==> src/rtl/seq_run_meas.sv <==
// Ones-run measurement: counts 1s, flags run ends and saturation combinationally,
// registers o_run_vld/o_run_len one cycle after the terminating 0; stalls via i_vld.
module seq_run_meas #(
  parameter int CNT_W = 8
) (
  input  logic             i_clk,
  input  logic             i_reset,
  input  logic             i_vld,
  input  logic             i_seq,
  output logic [CNT_W-1:0] o_run_cnt,
  output logic             o_end_evt,
  output logic             o_ovf,
  output logic             o_run_vld,
  output logic [CNT_W-1:0] o_run_len
);

  logic [CNT_W-1:0] run_cnt_q;
  logic             armed_q;
  logic             run_vld_q;
  logic [CNT_W-1:0] run_len_q;

  // A run only counts once a 0 has been seen before it; reset and
  // saturation both clear that, so the partial/oversized run is discarded.
  assign o_end_evt = i_vld && !i_seq && armed_q;
  assign o_ovf     = i_vld && i_seq && (run_cnt_q == '1);

  always_ff @(posedge i_clk or posedge i_reset) begin
    if (i_reset) begin
      run_cnt_q <= '0;
      armed_q   <= 1'b0;
      run_vld_q <= 1'b0;
      run_len_q <= '0;
    end else begin
      run_vld_q <= o_end_evt;
      if (o_end_evt) begin
        run_len_q <= run_cnt_q;
      end
      if (i_vld) begin
        if (i_seq) begin
          if (o_ovf) begin
            armed_q <= 1'b0;
          end else begin
            run_cnt_q <= run_cnt_q + CNT_W'(1);
          end
        end else begin
          run_cnt_q <= '0;
          armed_q   <= 1'b1;
        end
      end
    end
  end

  assign o_run_cnt = run_cnt_q;
  assign o_run_vld = run_vld_q;
  assign o_run_len = run_len_q;

endmodule

==> config.mk <==
export PLATFORM = sky130hd
export DESIGN_NAME = seq_run_meas
export DESIGN_NICKNAME = d
export VERILOG_FILES = /design/src/rtl/seq_run_meas.sv
export SDC_FILE = /design/constraint.sdc
export NUM_CORES = 1
export LEC_CHECK = 0
export ABC_AREA = 0
export CAP_MARGIN = 10
export CORE_MARGIN = 4
export CORE_UTILIZATION = 47
export DETAILED_ROUTE_END_ITERATION = 8
export PLACE_DENSITY = 0.76
export SLEW_MARGIN = 15
export SYNTH_ARGS = -nofsm -noshare
export SYNTH_HDL_FRONTEND = slang
export SYNTH_SLANG_ARGS = --single-unit
==> constraint.sdc <==
create_clock -name i_clk -period 1.9 [get_ports i_clk]
set_input_delay 0.57 -clock i_clk [delete_from_list [all_inputs] [get_ports i_clk]]
set_output_delay 0.57 -clock i_clk [all_outputs]
set_load 0.05 [all_outputs]
==> metrics.txt <==
Root Buffer Master clkbuf_4; Tot Pwr 914.1 uW; Avg Cell Area, Syn 10.97 um^2; DPL Wire Length 1629 um; row count 15; Pre-antenna DRT Iters 4; initial antenna violation count 0; CTS Hold Bufs 0; crit path kind reg2out; Critical Path Fanout Max 5; peak supply drop 0.0004441 V; worst-case clock buffer depth 2; pwr dens 685.3 nW/um^2; top-level I/O count 23; die area 2678 um^2; worst endpoint required time 1330 ps; endpoint class of the critical path primary output; post-route clock period utilization 1.073; element type at the critical path start flop; number of distinct library cells after synthesis 31; Max Fclk 490.4 MHz; Area growth, synth to finish 48.26%; Setup Skew 3.959 ps; diode count 0; dpl cells 132; fin. max-slew vios 0; fin cells 140; CTS tree built; Mapped Area 899.6 um^2; Final WS setup -139.2 ps; DRC Markers 0; commonest non-fill, non-tap cell in the layout buf_4; Final Critical Period 2039 ps; final setup fails 1; most frequent cells in the layout buf_4, dfrtp_1, mux2_2, dfrtp_2, buf_12; drt first-iter violations 37; core area 1764 um^2; vias in the first global route 845; mean number of vias per cell 5.771; total CTS buffers 3; HP Class reg2reg; Worst Path Arrival 1470 ps; max cap viols 0; H-tree levels 1; setup TNS -139.2 ps; post-synthesis sequential area ratio 0.5007; port bufs 22; GRT Overall Usage 0.1875; Total Wirelength 2244 um; layout cells sized above 1 0.5130; Num Clock Sinks 18; static leakage 0.6039 nW; failing checks negative setup slack; Syn Nets 87; YS warnings 0; GP Congestion 0.8201; RSZ-0062 raised after global routing yes; largest net degree at the start of global routing 19; Slew @ Worst Pin 338.3 ps; # nets final 121; remaining global-route overflow 0; Synth Instances 82; die extent in x 51.75 um; total number of vias 808; first-pass GRT wire length 3760 um; pre-CTS setup slack -293.0 ps; Rel. slew slack 0.7716; Initial Util 0.5099; Final Hold Fails 0; status complete, but fails checks; routed length per instance 16.03 um; post-synthesis register bit count 18; Die H 51.75 um; Clk pin slew, worst setup/hold paths 110 ps; Worst-Skew Late Latency 290 ps; ANT nets after route 0
[layout make-up]
type / count / area [um^2]
clock buffer: 4 / 36.28
fill: 132 / 430.4
inverter: 3 / 15.01
multi-input combinational: 55 / 420.4
sequential: 18 / 460.4
tap: 25 / 31.28
timing repair buffer: 35 / 370.4
[worst max-delay path, cell delays in order (launching register included)]
cell and delay (ps):
dfrtp_2 440, ha_4 180, nand4_1 160, nor3_4 220
buf_12 170
[flip-flops by register name, summed over array words and instances (netlist names)]
signal	count
o_run_cnt	8
o_run_vld	1
o_run_len	8
armed_q	1
[metal layers]
| layer | track usage | part of all wire | wire length (um) |
|---|---|---|---|
| met1 | 0.2257 | 0.41 | 920 |
| met2 | 0.3178 | 0.50 | 1121 |
| met3 | 0.02865 | 0.066 | 149 |
| met4 | 0.1048 | 0.024 | 53 |
| met5 | 0 | 0 | 0 |
[per-stage QoR]
stage / utilization / hold slack (ps) / cell area [um^2]
final: 0.7560 / 510.2 / 1334
after global routing: 0.7560 / 546.0 / 1334
after CTS: 0.7376 / 513.3 / 1301
after detailed placement: 0.7184 / 488.1 / 1267
after global placement: 0.7184 / 482.8 / 1267
after floorplan: - / 469.6 / 949.7
[path summary, 6_finish.rpt]
path,startpoint,cells after the start,endpoint,slack [ps]
setup / recovery,o_run_cnt[1],4,o_ovf,-140
hold / removal,armed_q,1,armed_q,510
setup reg to reg,o_run_cnt[1],5,o_run_cnt[0],380
hold reg to reg,armed_q,1,armed_q,510
max in group asynchronous,i_reset,3,o_run_cnt[7],1110
min in group asynchronous,i_reset,3,o_run_len[0],580
[repair_timing]
action	4_1_cts	5_1_grt
buffers inserted	0	4
pin swaps	0	1
setup endpoints to repair	2	2
gates resized for setup	2	2
[cell families (layout without fill, tap and decap cells)]
| logic type | Yosys count | count (layout) | synth area share |
|---|---|---|---|
| and+or+nand+nor | 25 | 25 | 0.1697 |
| DFF | 18 | 18 | 0.5007 |
| AOI/OAI and AO/OA | 21 | 21 | 0.1572 |
| muxes | 8 | 8 | 0.1001 |
| adders and majority gates | 1 | 1 | 0.01391 |
| buffers and inverters | 9 | 42 | 0.05840 |
[synthesized netlist by cell type, drive strengths merged]
library cell / n / share of area
buf: 5 / 0.042
and3: 3 / 0.022
dfrtp: 18 / 0.50
a41oi: 2 / 0.019
ha: 1 / 0.014
or3: 1 / 0.0070
a211oi: 1 / 0.0083
nand3b: 1 / 0.0083
a21oi: 5 / 0.028
mux2: 8 / 0.10
nand2: 7 / 0.032
clkbuf: 1 / 0.0042
nand2b: 2 / 0.014
a31oi: 3 / 0.021
nor2b: 2 / 0.022
and4: 2 / 0.022
nand3: 4 / 0.022
inv: 3 / 0.013
a2111o: 1 / 0.013
nand4: 2 / 0.014
nor3: 1 / 0.0056
o21ai: 4 / 0.022
a21o: 1 / 0.0083
a311oi: 2 / 0.019
o311ai: 1 / 0.0097
o31ai: 1 / 0.0083
[power by group]
| group | switching [mW] | internal [mW] | leakage (nW) |
|---|---|---|---|
| clock | 0.123 | 0.117 | 0.0210 |
| sequential | 0.0235 | 0.405 | 0.228 |
| combinational | 0.142 | 0.104 | 0.355 |
| total | 0.288 | 0.626 | 0.604 |
Power figures use the tool's default switching activity.
